## config.mk

```make
export PLATFORM = sky130hd
export DESIGN_NAME = irq_injector_flat
export DESIGN_NICKNAME = d
export VERILOG_FILES = /design/src/rtl/irq_injector_if.sv /design/src/rtl/irq_injector.sv /design/src/flat_wrapper.sv
export SDC_FILE = /design/constraint.sdc
export NUM_CORES = 1
export LEC_CHECK = 0
export CAP_MARGIN = 25
export CELL_PAD_IN_SITES_DETAIL_PLACEMENT = 0
export CELL_PAD_IN_SITES_GLOBAL_PLACEMENT = 1
export CORE_AREA = 3 3 189 173
export DETAILED_ROUTE_END_ITERATION = 10
export DIE_AREA = 0 0 192 176
export GPL_ROUTABILITY_DRIVEN = 1
export PLACE_DENSITY = 0.85
export SYNTH_ARGS = -nofsm -noshare
export SYNTH_HDL_FRONTEND = slang
export SYNTH_SLANG_ARGS = --single-unit
```

## constraint.sdc

```tcl
create_clock -name clk -period 4.24 [get_ports clk]
set_input_delay 0.424 -clock clk [delete_from_list [all_inputs] [get_ports clk]]
set_output_delay 0.424 -clock clk [all_outputs]
set_load 0.03 [all_outputs]
```

## src/rtl/irq_injector_if.sv

```systemverilog
// irq_injector_if: CPU observation, trigger configuration and interrupt output bundle
interface irq_injector_if #(parameter int NUM_CH = 6, parameter int NUM_TRIG = 4);
   logic [31:0] macroscopic_pc;
   logic [31:0] m_data_addr;
   logic [3:0] m_data_byteen;
   logic cfg_we;
   logic [$clog2(NUM_TRIG)-1:0] cfg_idx;
   logic [31:0] cfg_pc;
   logic [$clog2(NUM_CH)-1:0] cfg_ch;
   logic [7:0] cfg_delay;
   logic [7:0] cfg_count;
   logic [NUM_CH-1:0] irq;
   logic busy;
   logic [15:0] fire_count;
   logic timeout;
   modport master (
      output macroscopic_pc, m_data_addr, m_data_byteen,
      output cfg_we, cfg_idx, cfg_pc, cfg_ch, cfg_delay, cfg_count,
      input irq, busy, fire_count, timeout
   );
   modport slave (
      input macroscopic_pc, m_data_addr, m_data_byteen,
      input cfg_we, cfg_idx, cfg_pc, cfg_ch, cfg_delay, cfg_count,
      output irq, busy, fire_count, timeout
   );
endinterface

```

## src/rtl/irq_injector.sv

```systemverilog
// irq_injector: PC-triggered interrupt stimulus engine with a programmable trigger table
module irq_injector #(
   parameter int NUM_CH = 6,
   parameter int NUM_TRIG = 4,
   parameter logic [31:0] ACK_ADDR = 32'h0000_7F20,
   parameter int MAX_HOLD = 1024
) (
   input logic clk,
   input logic reset,
   irq_injector_if.slave bus
);
   localparam int IW = $clog2(NUM_TRIG);
   localparam int CW = $clog2(NUM_CH);
   localparam int HW = $clog2(MAX_HOLD + 1);
   typedef enum logic [1:0] {IDLE, DELAY, ASSERT} state_t;
   state_t state;
   logic [31:0] t_pc [NUM_TRIG];
   logic [CW-1:0] t_ch [NUM_TRIG];
   logic [7:0] t_delay [NUM_TRIG];
   logic [7:0] t_count [NUM_TRIG];
   logic [31:0] pc, last_pc;
   logic [CW-1:0] ch;
   logic [7:0] dly;
   logic [HW-1:0] hold;
   logic hit, ack;
   logic [IW-1:0] sel;
   assign pc = bus.macroscopic_pc & ~32'd3;
   // an out-of-range channel drives no line, so only the hold timeout can release it
   assign ack = |bus.m_data_byteen && (bus.m_data_addr & ~32'd3) == ACK_ADDR && 32'(ch) < NUM_CH;
   assign bus.busy = state != IDLE;
   always_comb begin
      hit = 1'b0;
      sel = '0;
      for (int i = NUM_TRIG - 1; i >= 0; i--)
         if (t_count[i] != 8'd0 && (t_pc[i] & ~32'd3) == pc && pc != last_pc) begin
            hit = 1'b1;
            sel = IW'(i);
         end
   end
   always_ff @(posedge clk) begin
      if (reset) begin
         state <= IDLE;
         bus.irq <= '0;
         bus.fire_count <= '0;
         bus.timeout <= 1'b0;
         last_pc <= '1;
         ch <= '0;
         dly <= '0;
         hold <= '0;
         for (int i = 0; i < NUM_TRIG; i++) begin
            t_pc[i] <= '0;
            t_ch[i] <= '0;
            t_delay[i] <= '0;
            t_count[i] <= '0;
         end
      end else begin
         case (state)
            IDLE:
               if (hit) begin
                  t_count[sel] <= t_count[sel] - 8'd1;
                  ch <= t_ch[sel];
                  dly <= t_delay[sel];
                  last_pc <= pc;
                  hold <= '0;
                  state <= t_delay[sel] == 8'd0 ? ASSERT : DELAY;
                  bus.irq <= t_delay[sel] == 8'd0 ? NUM_CH'(1) << t_ch[sel] : '0;
               end else if (pc != last_pc) last_pc <= '1;
            DELAY:
               if (dly == 8'd1) begin
                  state <= ASSERT;
                  bus.irq <= NUM_CH'(1) << ch;
               end else dly <= dly - 8'd1;
            ASSERT:
               if (ack || hold == HW'(MAX_HOLD - 1)) begin
                  state <= IDLE;
                  bus.irq <= '0;
                  if (ack) bus.fire_count <= bus.fire_count + 16'(bus.fire_count != 16'hFFFF);
                  else bus.timeout <= 1'b1;
               end else hold <= hold + 1'b1;
            default: state <= IDLE;
         endcase
         if (bus.cfg_we) begin
            t_pc[bus.cfg_idx] <= bus.cfg_pc;
            t_ch[bus.cfg_idx] <= bus.cfg_ch;
            t_delay[bus.cfg_idx] <= bus.cfg_delay;
            t_count[bus.cfg_idx] <= bus.cfg_count;
         end
      end
   end
endmodule

```

## src/flat_wrapper.sv

```systemverilog
// flat-port wrapper written by rule: the top's interface ports become plain ports
module irq_injector_flat 
#(
   parameter int NUM_CH = 6,
   parameter int NUM_TRIG = 4,
   parameter logic [31:0] ACK_ADDR = 32'h0000_7F20,
   parameter int MAX_HOLD = 1024
)
  (clk, reset, bus_macroscopic_pc, bus_m_data_addr, bus_m_data_byteen, bus_cfg_we, bus_cfg_idx, bus_cfg_pc, bus_cfg_ch, bus_cfg_delay, bus_cfg_count, bus_irq, bus_busy, bus_fire_count, bus_timeout);
  irq_injector_if #(.NUM_CH(NUM_CH), .NUM_TRIG(NUM_TRIG)) bus_i ();
  input logic clk;
  input logic reset;
  input wire logic [$bits(bus_i.macroscopic_pc)-1:0] bus_macroscopic_pc;
  input wire logic [$bits(bus_i.m_data_addr)-1:0] bus_m_data_addr;
  input wire logic [$bits(bus_i.m_data_byteen)-1:0] bus_m_data_byteen;
  input wire logic [$bits(bus_i.cfg_we)-1:0] bus_cfg_we;
  input wire logic [$bits(bus_i.cfg_idx)-1:0] bus_cfg_idx;
  input wire logic [$bits(bus_i.cfg_pc)-1:0] bus_cfg_pc;
  input wire logic [$bits(bus_i.cfg_ch)-1:0] bus_cfg_ch;
  input wire logic [$bits(bus_i.cfg_delay)-1:0] bus_cfg_delay;
  input wire logic [$bits(bus_i.cfg_count)-1:0] bus_cfg_count;
  output wire logic [$bits(bus_i.irq)-1:0] bus_irq;
  output wire logic [$bits(bus_i.busy)-1:0] bus_busy;
  output wire logic [$bits(bus_i.fire_count)-1:0] bus_fire_count;
  output wire logic [$bits(bus_i.timeout)-1:0] bus_timeout;
  assign bus_i.macroscopic_pc = bus_macroscopic_pc;
  assign bus_i.m_data_addr = bus_m_data_addr;
  assign bus_i.m_data_byteen = bus_m_data_byteen;
  assign bus_i.cfg_we = bus_cfg_we;
  assign bus_i.cfg_idx = bus_cfg_idx;
  assign bus_i.cfg_pc = bus_cfg_pc;
  assign bus_i.cfg_ch = bus_cfg_ch;
  assign bus_i.cfg_delay = bus_cfg_delay;
  assign bus_i.cfg_count = bus_cfg_count;
  assign bus_irq = bus_i.irq;
  assign bus_busy = bus_i.busy;
  assign bus_fire_count = bus_i.fire_count;
  assign bus_timeout = bus_i.timeout;
  irq_injector #(.NUM_CH(NUM_CH), .NUM_TRIG(NUM_TRIG), .ACK_ADDR(ACK_ADDR), .MAX_HOLD(MAX_HOLD)) u_core (.clk(clk), .reset(reset), .bus(bus_i));
endmodule
```

==> impl_summary.md, run 1 <==
Min path
In this run the worst hold path is classified as input pin to flip-flop.

Yosys
The net count after synthesis is around 1400. By count the netlist is led by edfxtp_1 (196), and2_1 (167), xor2_1 (125), nand2_1 (107), dfxtp_1 (78). In this run the mean area of a mapped cell was 10.80 sq um. The total number of yosys warnings is 0. The netlist area before placement is 0.01413 sq mm. Summed over all instances, the cell type with the most area after synthesis is edfxtp_1. Counting flops with a built-in enable in the synthesized netlist gives just under 200. The cell count after synthesis is 1309.

Yosys attributes the largest share of cell area to edfxtp_1 (42%), dfxtp_1 (11%), xor2_1 (7.7%), and2_1 (7.4%), xnor2_1 (2.9%). The proportion of netlist area held by the largest area contributor is between 40% and 50%. By instance count, the leading cell after synthesis is edfxtp_1. The top flip-flop cell by instance count after synthesis is edfxtp_1. The share of flip-flops with an asynchronous set or reset after synthesis is 0%. Synthesis inferred approximately 270 register bits. Sequential cells were found to cover 52.69% of the synthesized design area. The number of distinct standard cells referenced by the synthesized netlist is slightly below 70.

CTS
After clock tree synthesis, the flow added hold-fix buffers numbering 0. In this run the clock root is driven by a clkbuf_16. The clock net in this run drives a total of about 270 sinks. Clock latency on the worst-skew pair, taken at its later pin, is 570 ps. Clock-pin slew was measured on the worst setup and hold paths at approximately 60 ps.

The CTS tree is done. The number of buffers added by the clock tree synthesis step is 29. No sink is reached through more buffers than the 3 on the longest clock path. The number of levels in the clock H-tree is 1. The total setup buffers inserted after CTS is 0. The post-CTS resize count is 0.

Setup path
By startpoint and endpoint, the worst setup path is classified as input pin to flip-flop. Data on the critical path is required at its endpoint by approximately 4700 ps. The arrival time of data at the critical path endpoint is 4320 ps. STA classifies the critical path startpoint as an input pin. The worst setup path is captured at a flip-flop.

Along the worst path, the maximum fanout reaches 23.

Place
The setup slack at placement is -108.2 ps. The final HPWL from detailed placement is around 27000 um. The number of buffer cells added on primary ports is around 140. The final weighted congestion in routability-driven placement is about 0.86.

Floorplanning
The die covers 0.03379 sq mm. The floorplan has between 60 and 70 rows. In this run the horizontal extent of the chip is between 150 and 200 um.

The die outline height is around 180 um. After floorplanning, the core was sized to cover roughly 0.03 sq mm. The initial core utilization is 45.95%. The I/O pin total is approximately 150.

Timing
Derived from the worst setup path, the maximum achievable clock frequency is about 0.26 GHz. The final worst-path cycle share is between 90% and 100%. The setup slack after layout is ~380 ps. The final-report setup violation count is 0. On the final layout, the worst clock skew is roughly 31 ps. The worst path in the final design needs a cycle of 3857 ps, including I/O delays and setup. The worst slew margin relative to its limit is 44.31%. The slew of the pin with the lowest slew margin is 828.3 ps. The number of max-slew violations in the final report came to 0. The total count of hold-check failures in the final report is 0. The setup TNS after final layout is 0 ps.

Setup repair after global routing left no endpoint under its margin.

Global route
After global routing the overflow that remains totals 0. The largest net degree at the start of global routing is a little under 60. The via count of the first global-routing pass is approximately 11000. The total global routing track utilization is a little under a quarter. The number of antenna violations at the first check in global routing came to 0. The global-route wire length before repair is around 60000 um.

Detailed routing
In this run, the number of DRC markers left after iteration 0 of detailed routing was just over 1000. For this run, the detailed router's first-pass iteration total came to 5. The routed layout has around 11000 vias. The aggregate routed wire length is approximately 38000 um. Using the TritonRoute via totals, the vias-per-cell ratio works out to 5.538. In the final routed layout, each cell accounts on average for roughly 20 um. After detailed routing, the number of remaining DRC violations is 0.

The post-detailed-route count of antenna-violating nets is 0.

Pwr
In this run the static leakage power is between 6 and 7 nW. The part of the power in combinational logic is 9.6%. Summed over all nets, the switching power comes to between 1 and 1.5 mW. Internal power comes to 4.834 mW.

The power density normalized to cell area is 360.4 mW/mm^2. The clock network fraction of design power is approximately 42%. Across the VDD grid, the largest voltage drop is roughly 0.27 mV. The share of total power dissipated in sequential elements is 48.8%. The switching fraction of total power is a little under a quarter.

Finish
The growth of design area from synthesis to finish is 23.76%. The final layout contains about 1600 nets. The number of antenna diodes in the final layout is 0. Of the cells placed in the final design, the portion with a size suffix greater than 1 is a little over an eighth. Cells fill a little under three fifths of the core in the end.

Run status
The run finished with clean final reports.

Flow run
Max-cap violations in this run came to 0.
==> power groups by stage <==
stage | combinational, mW | sequential, mW | clock (mW)
final | 0.607 | 3.08 | 2.62
after global routing | 0.655 | 3.09 | 2.76
after CTS | 0.607 | 3.08 | 2.65
after detailed placement | 0.602 | 3.14 | 0
after global placement | 0.597 | 3.13 | 0
after floorplan | 0.315 | 3.12 | 0
==> per-stage QoR <==
stage          hold WS (ps)  instance area (sq um)  total power [mW]  std cells
3_5_place_dp          440.7                  16490             3.737       1880
6_report              367.6                  17490             6.304       1934
4_1_cts               351.3                  17490             6.333       1934
3_3_place_gp          430.8                  16490             3.725       1880
5_1_grt               393.7                  17490             6.509       1934
2_1_floorplan         422.6                  14130             3.432       1309
==> layout make-up <==
type	instances	area [sq um]
Timing Repair Buffer	256	2345
Tap cell	409	511.7
Clock inverter	15	145.1
Multi-Input combinational cell	903	6047
Sequential cell	274	7447
Fill cell	2532	13270
Inverter	38	142.6
Clock buffer	39	854.6
==> kinds of logic (layout without fill, tap and decap cells) <==
group | after synthesis | count (layout) | synth area share (%)
adder cells (fa/ha/maj) | 9 | 9 | 0.7967
XOR/XNOR | 172 | 172 | 10.66
multiplexers | 16 | 16 | 1.168
AO/OA/AOI/OAI | 161 | 161 | 8.108
AND/OR/NAND/NOR | 545 | 545 | 21.86
buffers and inverters | 132 | 348 | 4.727
flip-flops | 274 | 274 | 52.69
==> state kept, by name, summed over array words and instances, names as in the netlist <==
| register | cells |
|---|---|
| u_core.ch | 3 |
| u_core.state | 2 |
| u_core.bus.fire_count | 16 |
| u_core.t_ch | 12 |
| u_core.t_pc | 120 |
| u_core.bus.timeout | 1 |
| u_core.dly | 8 |
| u_core.hold | 11 |
| u_core.last_pc | 31 |
| u_core.t_delay | 32 |
| u_core.bus.irq | 6 |
| u_core.t_count | 32 |
==> placed cells by master (no fill, tap or decap), drive strengths merged, types with 22 or more instances in the layout <==
| master | count |
|---|---|
| xnor2 | 47 |
| nand4 | 56 |
| dfxtp | 78 |
| nor4 | 42 |
| inv | 38 |
| xor2 | 125 |
| nand2b | 24 |
| o21ai | 22 |
| a21oi | 25 |
| nor2 | 52 |
| clkdlybuf4s50 | 140 |
| buf | 116 |
| clkbuf | 39 |
| o211ai | 30 |
| and2 | 167 |
| edfxtp | 196 |
| nand3 | 37 |
| nand2 | 107 |
| o31ai | 24 |
==> routing by layer <==
metal  global-route usage [%]  part of all wire (%)  vias to the layer above
met1                    33.05                    44                     5225
met3                    3.474                   7.9                       66
met2                    35.19                    45                      393
met4                    6.131                   2.6                        0
li1                         -                     -                     5026
met5                        0                     0                        -
==> path summary, 6_finish.rpt <==
check | cells past startpoint | start | endpoint | slack, ps
max | 15 | bus_macroscopic_pc[15] | u_core.bus.irq[5] | 380
min | 2 | reset | u_core.bus.timeout | 370
max reg2reg | 12 | u_core.t_count[0][0] | u_core.bus.irq[5] | 500
min reg2reg | 2 | u_core.hold[10] | u_core.hold[10] | 450
==> critical path: stages <==
cell	delay, ps
clkdlybuf4s50_1	600
buf_4	250
xnor2_1	230
nand4_1	180
nor4_2	270
buf_4	180
o2bb2ai_2	110
and3_1	230
buf_12	190
buf_4	250
o211ai_1	140
a22oi_2	230
nand4_2	200
or4_1	570
a311oi_2	240
Power figures use the tool's default switching activity.
==> inputs of run 2 (changes only) <==
SKIP_LAST_GASP = 1   (was not set)
==> results of run 2 <==
Final layout, timing and power as in run 1 (identical DEF).
==> inputs of run 3 (changes only) <==
GPL_ROUTABILITY_DRIVEN = 0   (was 1)
PLACE_DENSITY = not set   (was 0.85)
PLACE_DENSITY_LB_ADDON = 0.15   (was not set)
==> run 3 against run 2 <==
Against the previous run:
- clock skew down 17 ps
- sequential power is essentially flat
- largest cell class unchanged
- cell count up 0.78%
- clock-buffer cell count grew 2
- register-to-register slack worse by 180 ps
- routed wire length up 2.2%
==> impl_summary.md, run 3 (synthesis gave the netlist of run 1 again) <==
CTS
The post-CTS resize count is 0 (unchanged). The number of buffers added by the clock tree synthesis step is 30 (was 29). The number of buffers inserted by hold repair at cts is 0 (unchanged). The clock insertion delay at the later pin of the skew report was 550 ps (was 570 ps). The number of clock sinks seen by CTS is 274 (unchanged). The CTS tree is done (unchanged). The total setup buffers inserted after CTS is 0 (unchanged). The clock-pin slew of the registers on the worst-case setup and hold paths is 60 ps (about the same). The master cell of the clock root buffer is clkbuf_16 (unchanged).

The maximum clock insertion buffer count was 3 (unchanged). The number of levels in the clock H-tree was 1 (unchanged).

Finish
The post-layout net count is 1648 (was 1635). Biggest regs: u_core.t_pc x120, u_core.t_count x32, u_core.t_delay x32 (unchanged). The largest register by flop count is u_core.t_pc (unchanged). The growth of design area from synthesis to finish came to 24.65% (was 23.76%). Most frequent cells in the layout: edfxtp_1 (196), and2_1 (167), clkdlybuf4s50_1 (140) (unchanged). The share of post-route cells with drive strength above 1 is 13.84% (was 13.25%). The flip-flop count of the largest register after layout is 120 (unchanged). The most common cell after layout, fill and taps aside is edfxtp_1 (unchanged).

The final-layout fill cell count is 2633 (was 2532).

Detailed routing
The aggregate routed wire length is 38940 um (was 38090 um). The number of iterations in the first detailed-routing pass is 8 (was 5). The total DRC errors in the routed layout is 0 (unchanged). The violation count after the first detailed-route iteration is 819 (was 1038). The final routed wire length divided by cell count is 19.98 um (was 19.69 um). The post-detailed-route count of antenna-violating nets is 0 (unchanged). The overall via count from detail_route came to 10389 (was 10710). The number of vias per cell is 5.330 (was 5.538).

Flow run
The max-cap violation count is 0 (unchanged).

Floorplanning
The die area was 0.03379 sq mm (unchanged). The total number of placement rows is 61 (unchanged). The die outline width is 192 um (unchanged). The I/O pin total was 148 (unchanged). The floorplan core area was 0.03076 sq mm (unchanged). The die outline height is 176 um (unchanged). The initial core utilization is 45.95% (unchanged).

Global route
The via count of the first global-routing pass is 10132 (was 10705). The largest net degree at the start of global routing is 58 (unchanged). The number of antenna violations at the first check in global routing is 2 (was 0).

The total global routing track utilization is 22.79% (was 22.61%). The leftover overflow at the end of global routing came to 0 (unchanged). The global-route wire length before repair is 58970 um (was 59720 um).

Timing
The final critical-path required period is 3918 ps (was 3857 ps). The worst slew margin relative to its limit came to 34.70% (was 44.31%). The setup skew after layout came to 13.90 ps (was 30.87 ps).

The slew of the pin with the lowest slew margin was 971.1 ps (was 828.3 ps). The final-report setup violation count was 0 (unchanged). The final worst-path cycle share is 92.40% (was 90.96%). The worst hold slack is 448.4 ps (was 367.6 ps). Setup repair after global routing missed its margin: no (unchanged). The total count of hold-check failures in the final report came to 0 (unchanged). The setup slack after layout is 322.2 ps (was 383.2 ps).

The number of max-slew violations in the final report was 0 (unchanged). The top achievable clock speed is 0.2552 GHz (was 0.2593 GHz).

Place
The number of buffer cells added on primary ports was 141 (unchanged). The final HPWL from detailed placement is 27360 um (was 26920 um). The setup slack at placement is -63.97 ps (was -108.2 ps).

Setup path
The kind of capture point of the worst setup path is a flip-flop (unchanged). The required time at the endpoint of the critical path came to 4700 ps (about the same). The arrival time of data at the critical path endpoint is 4380 ps (was 4320 ps). The largest driver fanout on the critical path is 29 (was 23). The slack of the worst reg-to-reg path is 320 ps (was 500 ps).

The critical setup path kind is flip-flop to flip-flop (was input pin to flip-flop). The startpoint kind of the worst setup timing path was a flip-flop (was input pin).

Pwr
The power density normalized to cell area came to 361.2 mW/mm^2 (was 360.4 mW/mm^2). The cell leakage power came to 6.378 nW (was 6.313 nW). The total power of the final layout is 6.365 mW (was 6.304 mW). The peak supply drop came to 0.2844 mV (was 0.2697 mV).

Min path
The class of the tightest hold or removal check is flip-flop to flip-flop (was input pin to flip-flop).

Run status
Status: completed (unchanged).
## run 3: worst max-delay path, cell delays in order, from the launching register on
cell	delay [ps]
edfxtp_1	390
nor4_1	510
a211oi_1	170
buf_4	180
and4_1	220
o2bb2ai_2	140
buf_4	250
o31ai_1	820
nand2_1	240
o211ai_1	350
inv_1	120
buf_4	180
a311oi_1	230
## run 3: path summary, 6_finish.rpt
kind / from / cells past startpoint / to
worst min register to register: u_core.last_pc[1] / 2 / u_core.last_pc[1]
worst min-delay path: u_core.last_pc[1] / 2 / u_core.last_pc[1]
worst max register to register: u_core.t_count[2][1] / 12 / u_core.dly[0]
worst max-delay path: u_core.t_count[2][1] / 12 / u_core.dly[0]
## run 3: per-layer routing
metal	wire, um	vias up	share of wire [%]	global-route usage [%]
met2	17160	292	44	34.83
met5	11	-	0.028	0
met1	18840	4997	48	35.01
li1	-	5056	-	-
met3	2357	42	6.1	3.176
met4	581	2	1.5	4.067
## run 3: report_power, final
part / switching, mW / internal [mW]
logic: 0.351 / 0.292
clock network: 1.06 / 1.58
registers: 0.0566 / 3.02
## run 3: cell type report
type	count	area [sq um]	share of cell area, %
sequential	274	7447	42.27
multi-input combinational	903	6063	34.41
timing repair buffer	268	2447	13.89
clock buffer	41	853.3	4.843
tap	409	511.7	2.904
clock inverter	15	151.4	0.8593
inverter	38	142.6	0.8095
antenna	1	2.502	0.01420
## run 3: stage by stage
step / instances / instance area (sq um) / util, % / TNS [ps]
6_report: 1949 / 17620 / 57.28 / 0
5_1_grt: 1949 / 17620 / 57.28 / 0
4_1_cts: 1947 / 17600 / 57.21 / 0
3_5_place_dp: 1891 / 16590 / 53.94 / -105.0
3_3_place_gp: 1890 / 16570 / 53.88 / -144.0
2_1_floorplan: 1309 / 14130 / - / 0
